**src/rtl/j22_intc_if.sv**
```systemverilog
// Register bus and CPU interrupt handshake for the J22 interrupt controller.
interface j22_intc_if;
  logic        bus_sel;
  logic        bus_we;
  logic [7:0]  bus_addr;
  logic [31:0] bus_wdata;
  logic [31:0] bus_rdata;
  logic        bus_ack;
  logic        intr_req;
  logic [4:0]  intr_level;
  logic [7:0]  intr_vec;
  logic        inta_ack;

  // CPU / bus master side
  modport master (
    output bus_sel, bus_we, bus_addr, bus_wdata, inta_ack,
    input  bus_rdata, bus_ack, intr_req, intr_level, intr_vec
  );

  // Interrupt controller side
  modport slave (
    input  bus_sel, bus_we, bus_addr, bus_wdata, inta_ack,
    output bus_rdata, bus_ack, intr_req, intr_level, intr_vec
  );
endinterface

```
**src/rtl/j22_intc.sv**
```systemverilog
// J22 interrupt controller: NSRC prioritised sources plus edge-triggered NMI,
// arbitrated against the CPU mask and presented on a req/level/vec handshake.
module j22_intc #(
  parameter int unsigned NSRC     = 8,
  parameter logic [7:0]  VEC_BASE = 8'h40,
  parameter logic [7:0]  NMI_VEC  = 8'h0B
) (
  input  logic            clk,
  input  logic            rst,
  j22_intc_if.slave       bus,
  input  logic [NSRC-1:0] irq_src,
  input  logic            nmi,
  input  logic [3:0]      imask
);

  logic [3:0]      cfg_prio [NSRC];
  logic [7:0]      cfg_vec  [NSRC];
  logic [NSRC-1:0] cfg_edge;

  logic [NSRC-1:0] pend;
  logic [NSRC-1:0] irq_prev;
  logic            nmi_pend;
  logic            nmi_prev;

  logic [3:0]      pres_id;
  logic            pres_nmi;

  logic [NSRC-1:0] rise;
  logic            nmi_rise;
  logic [NSRC-1:0] active;
  logic            win_nmi;
  logic            win_any;
  logic [3:0]      win_id;
  logic [3:0]      win_prio;
  logic [7:0]      win_vec;

  logic [5:0]      widx;
  logic            cfg_wr;
  logic            pend_wr;
  logic            ack_ok;
  logic [NSRC-1:0] w1c_clr;
  logic [NSRC-1:0] ack_clr;
  logic [NSRC-1:0] pend_nxt;
  logic            nmi_pend_nxt;
  logic [15:0]     src16;
  logic [31:0]     rd_data;
  logic            unused_bits;

  assign widx     = bus.bus_addr[7:2];
  assign cfg_wr   = bus.bus_sel & bus.bus_we & (widx < 6'(NSRC));
  assign pend_wr  = bus.bus_sel & bus.bus_we & (widx == 6'd16);
  assign ack_ok   = bus.inta_ack & bus.intr_req;
  assign rise     = irq_src & ~irq_prev;
  assign nmi_rise = nmi & ~nmi_prev;
  assign unused_bits = ^{bus.bus_addr[1:0], bus.bus_wdata[31:17], bus.bus_wdata[15:12]};

  // Edge sources count as active in the cycle of their rising edge so that
  // the request appears one edge after the event rather than two.
  always_comb begin
    active = '0;
    for (int unsigned k = 0; k < NSRC; k++) begin
      active[k] = cfg_edge[k] ? (pend[k] | rise[k]) : irq_src[k];
    end
  end

  // Arbitration: NMI first, else highest prio above imask, lowest index on ties
  always_comb begin
    win_nmi  = nmi_pend | nmi_rise;
    win_any  = 1'b0;
    win_id   = '0;
    win_prio = '0;
    win_vec  = '0;
    for (int unsigned k = 0; k < NSRC; k++) begin
      if (active[k] && (cfg_prio[k] > imask) && (cfg_prio[k] > win_prio)) begin
        win_any  = 1'b1;
        win_id   = 4'(k);
        win_prio = cfg_prio[k];
        win_vec  = cfg_vec[k];
      end
    end
  end

  // Pending-bit next state: clears from W1C and ack, a new edge always wins
  always_comb begin
    w1c_clr = pend_wr ? bus.bus_wdata[NSRC-1:0] : '0;
    ack_clr = '0;
    for (int unsigned k = 0; k < NSRC; k++) begin
      if (ack_ok && !pres_nmi && (pres_id == 4'(k))) ack_clr[k] = 1'b1;
    end
    pend_nxt     = ((pend & ~w1c_clr & ~ack_clr) | rise) & cfg_edge;
    nmi_pend_nxt = (nmi_pend & ~(ack_ok & pres_nmi)) | nmi_rise;
  end

  // Register read mux
  always_comb begin
    src16          = '0;
    src16[NSRC-1:0] = irq_src;
    rd_data        = '0;
    for (int unsigned k = 0; k < NSRC; k++) begin
      if (widx == 6'(k)) rd_data = {15'd0, cfg_edge[k], 4'd0, cfg_vec[k], cfg_prio[k]};
    end
    if (widx == 6'd16) rd_data[NSRC-1:0] = pend;
    if (widx == 6'd17) rd_data = {10'd0, bus.intr_req, pres_id, nmi_pend, src16};
  end

  // Configuration registers
  always_ff @(posedge clk) begin
    for (int unsigned k = 0; k < NSRC; k++) begin
      if (rst) begin
        cfg_prio[k] <= '0;
        cfg_vec[k]  <= VEC_BASE + 8'(k);
        cfg_edge[k] <= 1'b0;
      end else if (cfg_wr && (widx == 6'(k))) begin
        cfg_prio[k] <= bus.bus_wdata[3:0];
        cfg_vec[k]  <= bus.bus_wdata[11:4];
        cfg_edge[k] <= bus.bus_wdata[16];
      end
    end
  end

  // Source sampling and pending state
  always_ff @(posedge clk) begin
    if (rst) begin
      pend     <= '0;
      irq_prev <= '0;
      nmi_pend <= 1'b0;
      nmi_prev <= 1'b0;
    end else begin
      pend     <= pend_nxt;
      irq_prev <= irq_src;
      nmi_pend <= nmi_pend_nxt;
      nmi_prev <= nmi;
    end
  end

  // Presented interrupt; an accepted ack forces a one-cycle gap
  always_ff @(posedge clk) begin
    if (rst || ack_ok) begin
      bus.intr_req   <= 1'b0;
      bus.intr_level <= '0;
      bus.intr_vec   <= '0;
      pres_id        <= '0;
      pres_nmi       <= 1'b0;
    end else if (win_nmi) begin
      bus.intr_req   <= 1'b1;
      bus.intr_level <= 5'h1F;
      bus.intr_vec   <= NMI_VEC;
      pres_id        <= '0;
      pres_nmi       <= 1'b1;
    end else if (win_any) begin
      bus.intr_req   <= 1'b1;
      bus.intr_level <= {1'b0, win_prio};
      bus.intr_vec   <= win_vec;
      pres_id        <= win_id;
      pres_nmi       <= 1'b0;
    end else begin
      bus.intr_req   <= 1'b0;
      bus.intr_level <= '0;
      bus.intr_vec   <= '0;
      pres_id        <= '0;
      pres_nmi       <= 1'b0;
    end
  end

  // Bus response: ack one cycle after sel, read data registered alongside
  always_ff @(posedge clk) begin
    if (rst) begin
      bus.bus_ack   <= 1'b0;
      bus.bus_rdata <= '0;
    end else begin
      bus.bus_ack   <= bus.bus_sel;
      bus.bus_rdata <= (bus.bus_sel && !bus.bus_we) ? rd_data : '0;
    end
  end

endmodule

```
**src/flat_wrapper.sv**
```systemverilog
// flat-port wrapper written by rule: the top's interface ports become plain ports
module j22_intc_flat 
#(
  parameter int unsigned NSRC     = 8,
  parameter logic [7:0]  VEC_BASE = 8'h40,
  parameter logic [7:0]  NMI_VEC  = 8'h0B
)
  (clk, rst, irq_src, nmi, imask, bus_bus_sel, bus_bus_we, bus_bus_addr, bus_bus_wdata, bus_inta_ack, bus_bus_rdata, bus_bus_ack, bus_intr_req, bus_intr_level, bus_intr_vec);
  j22_intc_if bus_i ();
  input  logic clk;
  input  logic rst;
  input  logic [NSRC-1:0] irq_src;
  input  logic nmi;
  input  logic [3:0] imask;
  input wire logic [$bits(bus_i.bus_sel)-1:0] bus_bus_sel;
  input wire logic [$bits(bus_i.bus_we)-1:0] bus_bus_we;
  input wire logic [$bits(bus_i.bus_addr)-1:0] bus_bus_addr;
  input wire logic [$bits(bus_i.bus_wdata)-1:0] bus_bus_wdata;
  input wire logic [$bits(bus_i.inta_ack)-1:0] bus_inta_ack;
  output wire logic [$bits(bus_i.bus_rdata)-1:0] bus_bus_rdata;
  output wire logic [$bits(bus_i.bus_ack)-1:0] bus_bus_ack;
  output wire logic [$bits(bus_i.intr_req)-1:0] bus_intr_req;
  output wire logic [$bits(bus_i.intr_level)-1:0] bus_intr_level;
  output wire logic [$bits(bus_i.intr_vec)-1:0] bus_intr_vec;
  assign bus_i.bus_sel = bus_bus_sel;
  assign bus_i.bus_we = bus_bus_we;
  assign bus_i.bus_addr = bus_bus_addr;
  assign bus_i.bus_wdata = bus_bus_wdata;
  assign bus_i.inta_ack = bus_inta_ack;
  assign bus_bus_rdata = bus_i.bus_rdata;
  assign bus_bus_ack = bus_i.bus_ack;
  assign bus_intr_req = bus_i.intr_req;
  assign bus_intr_level = bus_i.intr_level;
  assign bus_intr_vec = bus_i.intr_vec;
  j22_intc #(.NSRC(NSRC), .VEC_BASE(VEC_BASE), .NMI_VEC(NMI_VEC)) u_core (.clk(clk), .rst(rst), .bus(bus_i), .irq_src(irq_src), .nmi(nmi), .imask(imask));
endmodule
```
**config.mk**
```make
export PLATFORM = sky130hd
export DESIGN_NAME = j22_intc_flat
export DESIGN_NICKNAME = d
export VERILOG_FILES = /design/src/rtl/j22_intc_if.sv /design/src/rtl/j22_intc.sv /design/src/flat_wrapper.sv
export SDC_FILE = /design/constraint.sdc
export NUM_CORES = 1
export LEC_CHECK = 0
export CORE_ASPECT_RATIO = 1.4
export CORE_UTILIZATION = 57
export CTS_CLUSTER_DIAMETER = 80
export DETAILED_ROUTE_END_ITERATION = 7
export PLACE_DENSITY = 0.79
export SYNTH_ARGS = -nofsm -noshare
export SYNTH_HDL_FRONTEND = slang
export SYNTH_SLANG_ARGS = --single-unit
```
**constraint.sdc**
```tcl
create_clock -name clk -period 25 [get_ports clk]
set_input_delay 7.5 -clock clk [delete_from_list [all_inputs] [get_ports clk]]
set_output_delay 7.5 -clock clk [all_outputs]
set_load 0.1 [all_outputs]
```
==> results of run 1 <==
[per-layer routing]
metal | wire length (um) | global-route usage | up-vias
li1 | - | - | 3581
met5 | 0 | 0 | -
met4 | 1050 | 0.166 | 0
met3 | 2450 | 0.0548 | 77
met2 | 12700 | 0.510 | 494
met1 | 9850 | 0.388 | 3631
[final cells by class]
type                            count  area [um^2]
Multi-Input combinational cell    697         4890
Clock buffer                       22          505
Timing Repair Buffer               80          771
Tap cell                          199          249
Inverter                           41          154
Fill cell                        1259         5440
Clock inverter                     10         57.6
Sequential cell                   157         4100
[layout by cell type (no fill, tap or decap), types with 5 or more instances in the layout]
cell	n
a32oi_1	7
mux4_2	11
nand4_1	5
o211ai_1	11
o21ai_0	29
a21oi_1	42
mux2i_1	20
a22oi_1	35
nor2_1	39
clkdlybuf4s50_1	68
a31oi_1	20
clkbuf_16	18
nor3_1	18
or3_1	18
edfxtp_1	96
and2_1	84
inv_1	41
nand2_1	85
dfxtp_1	61
nor3b_1	10
a222oi_1	8
a2111oi_0	10
o21ai_1	11
conb_1	15
nand3_1	21
nor2b_1	28
o21a_1	9
and3_1	17
buf_4	12
clkinv_2	6
mux2_2	7
ha_1	52
nand2b_1	23
[registers in the layout, indices dropped and copies added (netlist names)]
| name | count |
|---|---|
| u_core.pend | 8 |
| u_core.bus.intr_vec | 8 |
| u_core.bus.bus_rdata | 17 |
| u_core.cfg_edge | 8 |
| u_core.pres_nmi | 1 |
| u_core.bus.bus_ack | 1 |
| u_core.irq_prev | 8 |
| u_core.bus.intr_level | 4 |
| u_core.nmi_pend | 1 |
| u_core.nmi_prev | 1 |
| u_core.cfg_prio | 32 |
| u_core.pres_id | 3 |
| u_core.bus.intr_req | 1 |
| u_core.cfg_vec | 64 |
[per-stage QoR]
stage	instances	util	worst slack, ns	area [um^2]
floorplan	960	-	3.99	9450
global placement	1174	0.629	2.06	10200
detailed placement	1174	0.629	1.99	10200
CTS	1206	0.663	2.32	10700
global route	1206	0.663	0.956	10700
finish	1206	0.663	2.09	10700
[worst register-to-register path: cells and delay by family (launching register included)]
family | cells | cell delay (ns)
and+or+nand+nor | 17 | 3.42
adders and majority gates | 8 | 2.55
muxes | 3 | 0.85
buffers and inverters | 7 | 1.33
DFF | 1 | 0.49
AOI/OAI and AO/OA | 24 | 6.86
[cells by family after synthesis]
logic type | Yosys count | share of synthesized area
compound gates | 221 | 0.169
other cells | 1 | 0.000399
xor+xnor | 4 | 0.00453
simple gates | 364 | 0.209
fa+ha+maj | 52 | 0.0693
flops | 157 | 0.437
mux | 41 | 0.0603
buf+inv | 106 | 0.0502
[worst paths after layout]
| kind | slack (ns) | to | start |
|---|---|---|---|
| max | 2.09 | u_core.bus.intr_vec[7] | imask[1] |
| min | 0.49 | u_core.bus.bus_rdata[19] | u_core.pres_id[2] |
| max reg2reg | 9.38 | u_core.bus.intr_vec[7] | u_core.cfg_prio[0][1] |
| min reg2reg | 0.49 | u_core.bus.bus_rdata[19] | u_core.pres_id[2] |
[where the power goes]
group / total (W) / internal [W] / switching (W)
Clock: 0.000245 / 0.000142 / 0.000102
Sequential: 0.000299 / 0.000288 / 0.0000107
Combinational: 0.000192 / 0.0000622 / 0.000130
Total: 0.000735 / 0.000493 / 0.000243
==> results, run 1 <==
- The flow ran to the end, and the final reports show no timing, DRC or antenna violations.
- The average instance in the mapped netlist occupies just under 10 um^2.
- The initial utilization of the core area, before any placement, comes to 0.581.
- The tool flagged a number of max-cap violations equal to 0.
- The proportion of netlist area held by the largest area contributor is 0.307.
- 0 antenna diodes ended up in the layout.
- The max-slew violation total from the final report came to 0.
- The CTS root buffer is clkbuf_16.
- The cell depth of the worst hold path is 1.
- The post-cts repair resize count is 0.
- Detailed routing inserted a total of 7783 vias.
- In this run the tightest slew margin relative to its limit is 0.0943.
- The critical path startpoint category is an input pin.
- The first detailed-routing pass took 7 iterations.
- 105 I/O pins were placed.
- The setup total negative slack is 0 ns.
- The HPWL after detailed placement is around 19 mm.
- The core region is between 15000 and 20000 um^2.
- In this run the static leakage power is between 3 and 4 nW.
- The number of antenna violations at the first check in global routing is 0.
- For the finished layout, the period the worst path requires is approximately 23 ns.
- The maximum net fanout on the critical path is 29.
- The count of hold-fix buffers inserted at cts is 0.
- Routability-driven placement finished with a final weighted congestion of 0.913.
- The category of cells accounting for the largest share of critical-path delay is compound AO/OA/AOI/OAI gates.
- The critical path is of the input pin to register type.
- The worst slack on hold paths is 0.491 ns.
- The critical path depth is 61.
- The path class of the tightest hold or removal check is register to register.
- The count of synthesis-stage warnings from yosys is 0.
- The die boundary width is 110 um.
- Of the synthesized area, sequential elements account for 0.437.
- The largest total area in the synthesized netlist belongs to edfxtp_1.
- The design draws 0.000735 W.
- The area added between synthesis and finish is 14.2%.
- The count of final hold-check violations was 0.
- The maximum ir drop on the vdd rail is 0.0638 mV.
- The required time reported for the critical path endpoint is ~25 ns.
- The floorplan has 55 rows.
- Input and output buffers added on the ports amount to 68.
- The pin count of the biggest net entering global routing is 39.
- The flip-flop and latch count after synthesis is 157.
- The count of buffer and inverter cells on the critical path is 9.
- Dividing the final minimum period by the clock period gives 0.916.
- The routed design has 26.0 mm of wire.
- The critical path's slowest cell is a221oi_4.
- The number of buffers between clock root and the deepest sink is 2.
- STA classifies the critical path endpoint as a register.
- Measured in cells, the most critical reg-to-reg path has a length of 59.
- For this run, the total global-route usage over all layers was measured as 0.310.
- Buffers inserted during clock tree synthesis total 17.
- Among all cell types in the netlist, the one instantiated most often is edfxtp_1.
- TritonCTS built the clock tree.
- The register clock-pin slew on the reported worst setup and hold paths is approximately 0.060 ns.
- The proportion of register bits with asynchronous set or reset after synthesis is 0.
- Among the stages of the critical path, the cell type that occurs most often is ha_1.
- The first global-routing pass estimated 40.1 mm of wire.
- For the pin with the worst max-slew slack, the measured transition is 1.35 ns.
- The final setup violation count is 0.
- Once the clock tree was built, the setup fixing pass inserted 0 buffers.
- The total congestion overflow after global routing is 0.
- The maximum clock frequency is 43.6 MHz.
- In the synthesized netlist the dominant register cell turns out to be edfxtp_1.
- The final setup skew is 0.00616 ns.
- The count of distinct cell types in the synthesized netlist is 75.
- Setup repair after global routing left no endpoint under its margin.
- The post-synth design cell area is about 9400 um^2.
- Dividing total power by cell area gives a power density of 68.5 nW/um^2.
- STA puts the critical path data arrival time at 23.21 ns.
- The number of enable-type register cells in the synthesized netlist is 96.
- The largest incremental delay on the critical path is 0.99 ns.
- The number of antenna-violating nets in the routed design is 0.
- The die covers 17000 um^2.
- Yosys attributes the largest share of cell area to edfxtp_1, dfxtp_1, ha_1.
- The die span in y is 154 um.
- In the final layout, the share of cells above drive strength 1 is 0.0814.
- The H-tree depth reported by CTS is 4.
- In the routed design, unresolved DRC markers number 0.
- The mean number of vias per cell is 6.45.
- Counting instances in the post-synthesis netlist gives the leading cell types as edfxtp_1, nand2_1, and2_1.
- The number of sinks driven by the clock tree is 157.
- Synthesis produced between 900 and 1000 cells.
- The clock insertion delay at the later pin of the skew report is 0.43 ns.
- The iteration-0 DRC count of the detailed router is 779.
- The average wire per cell in the routed design is 21.6 um.
- The final-stage net count is 1104.
- The number of global-route vias before repair is 7340.
Power figures use the tool's default switching activity.
==> inputs of run 2 (changes only) <==
Settings changed: CTS_CLUSTER_DIAMETER 80 to 100, GPL_ROUTABILITY_DRIVEN set to 1, PLACE_DENSITY 0.79 to 0.82.
==> results, run 2 (synthesis gave the netlist of run 1 again) <==
- For the pin with the worst max-slew slack, the measured transition is approximately 1.4 ns.
- The number of global-route vias before repair is 7575.
- The clock tree from TritonCTS is yes.
- The library cells used most frequently in the layout, excluding fill and tap cells, are edfxtp_1, nand2_1, and2_1.
- The initial core utilization is 0.581.
- The final critical path time including I/O delays and setup is between 20 and 25 ns.
- The remaining routing DRC violations is 5.
- The number of cell instances on the worst register-to-register path is between 60 and 70.
- The maximum clock frequency is 44.6 MHz.
- Among all stages on the critical path, the largest delay is contributed by a221oi_4.
- The hold path startpoint is u_core.pres_id[2].
- The clock insertion delay at the later pin of the skew report is approximately 0.44 ns.
- The path class of the tightest hold or removal check is register to register.
- STA classifies the critical path endpoint as a register.
- The detailed router finished its first iteration with 1013 violations.
- Ranked by flip-flop count, first place goes to u_core.cfg_vec.
- Entering global routing, the biggest net connects 39 pins.
- Of the available clock period, the critical path in the final layout requires 0.897.
- In this design, the stage delay of the slowest critical-path cell is 0.93 ns.
- The core region is between 15000 and 20000 um^2.
- The checks that failed: design-rule violations.
- The filler cell count in the final layout is roughly 1200.
- IR analysis of the VDD net gives a maximum drop of roughly 0.060 mV.
- Counting instances, the worst hold path has a depth of 1.
- In this run, post-CTS repair resized a total of 0 instances.
- Setup repair after global routing left no endpoint under its margin.
- The count of nets left with antenna violations once routing finished came out at 0.
- The final RePlAce weighted congestion is 0.963.
- Buffers inserted to repair hold after CTS numbered 0.
- In this run the clock root is driven by a clkbuf_16.
- The number of clock buffers added by TritonCTS is 17.
- The global routing usage summed across all routing layers is 0.313.
- The detailed-routing iteration count for the pre-antenna-repair pass is 8.
- Of the cells placed in the final design, the portion with a size suffix greater than 1 is 0.0785.
- From synthesis to final layout, the design area changed by 14.3%.
- CTS saw ~160 sinks.
- The library cell used most frequently in the layout, excluding fill and tap cells, is edfxtp_1.
- The max-slew violation total from the final report came to 0.
- The total power density per cell area is 69.1 nW/um^2.
- Counting stages on the worst path, the most repeated cell is ha_1.
- In this run the static leakage power is between 3 and 4 nW.
- The finished cells cover 10700 um^2.
- The first global-routing pass estimated 40.8 mm of wire.
- The cell total after placement is 1174.
- STA puts the critical path data required time at 25.25 ns.
- The register with the most flip-flops in the layout has 64 of them.
- The H-tree was split into 4 levels.
- The via count is 7994.
- The flow ran to the end, but the final reports show violations.
- The worst register-to-register path begins at u_core.cfg_prio[0][2].
- For this run, the post-layout net count is 1104.
- The post-layout utilization of the core is 0.664.
- Between clock sinks in the finished design, the worst skew comes to between 0.007 and 0.008 ns.
- The number of antenna violations at the first check in global routing came to 0.
- In this run the worst setup path begins at imask[0].
- The mean number of vias per cell is 6.63.
- After routing, the total negative slack on setup checks comes to 0 ns.
- The placed standard-cell area is 10200 um^2.
- Setup violations remaining at the end of the flow were counted as 0.
- In this run the tool buffered the top-level ports with 68 buffer cells.
- The area enclosed by the die boundary is 17000 um^2.
- For this run the aggregate overflow at the end of global routing stands at 0.
- The overall routed net length is about 26 mm.
- Dividing the detail-routed wire length by the instance count gives 21.9 um.
- After clock tree synthesis, the clock-pin slew on the worst setup and hold paths is 0.06 ns.
- Along the worst path, the maximum fanout reaches 27.
- The largest registers in the layout are u_core.cfg_vec x64, u_core.cfg_prio x32, u_core.bus.bus_rdata x17.
- The number of I/O pins is around 110.
- The register-to-register path setup slack is 9.87 ns.
- Buffers added to address setup during post-CTS repair amount to 0.
- 0 antenna diodes ended up in the layout.
- Row generation in the floorplan step produced 55 rows.
- The max-capacitance violation count is 0.
- The die span in y is 154 um.
- For this run, the number of standard cells in the final layout without fillers is between 1000 and 1500.
- The kind of critical path is input pin to register.
- The count of final hold-check violations is 0.
- Data on the critical path arrives at its endpoint at roughly 23 ns.
- The max-slew headroom at the worst pin is 0.0641.
- Detailed placement finished with a half-perimeter wire length of 18.8 mm.
- The die boundary width is 110 um.
- The critical path startpoint category is an input pin.
- In this run the deepest clock path goes through 2 buffers.
## run 2: power by group
group	internal, W	switching (W)	leakage, nW
clock network	0.000145	0.000104	0.284
registers	0.000288	0.0000112	1.42
logic	0.0000624	0.000131	2.24
total	0.000496	0.000246	3.94
## run 2: cell type report
cell class	instances	area [um^2]	share of cell area
Timing Repair Buffer	80	771	0.0718
Inverter	41	154	0.0143
Multi-Input combinational cell	697	4890	0.455
Clock buffer	24	519	0.0484
Tap cell	199	249	0.0232
Clock inverter	8	48.8	0.00455
Sequential cell	157	4100	0.382
## run 2: per-layer routing
metal,part of all wire,wire (um),up-vias,GRT usage
li1,-,-,3597,-
met1,0.37,9680,3723,0.374
met2,0.48,12600,549,0.522
met3,0.094,2480,125,0.0611
met4,0.059,1550,0,0.192
met5,0,0,-,0
## run 2: critical path, delay by kind of cell
kind            cells  cell delay [ns]
mux                 3             0.66
fa+ha+maj           8             2.48
compound gates     24             6.29
simple gates       18             3.24
buf+inv            10             2.47
## run 2: per-stage QoR
stage | setup slack (ns) | hold WS (ns) | total power, W
2_1_floorplan | 3.99 | 0.467 | 0.000444
3_3_place_gp | 2.67 | 0.479 | 0.000489
3_5_place_dp | 2.40 | 0.480 | 0.000493
4_1_cts | 2.82 | 0.488 | 0.000736
5_1_grt | 1.57 | 0.514 | 0.000765
6_report | 2.56 | 0.493 | 0.000742
## run 2: path summary, 6_finish.rpt
kind                              endpoint
setup / recovery         u_core.pres_id[0]
hold / removal    u_core.bus.bus_rdata[19]
setup reg to reg         u_core.pres_id[0]
hold reg to reg   u_core.bus.bus_rdata[19]
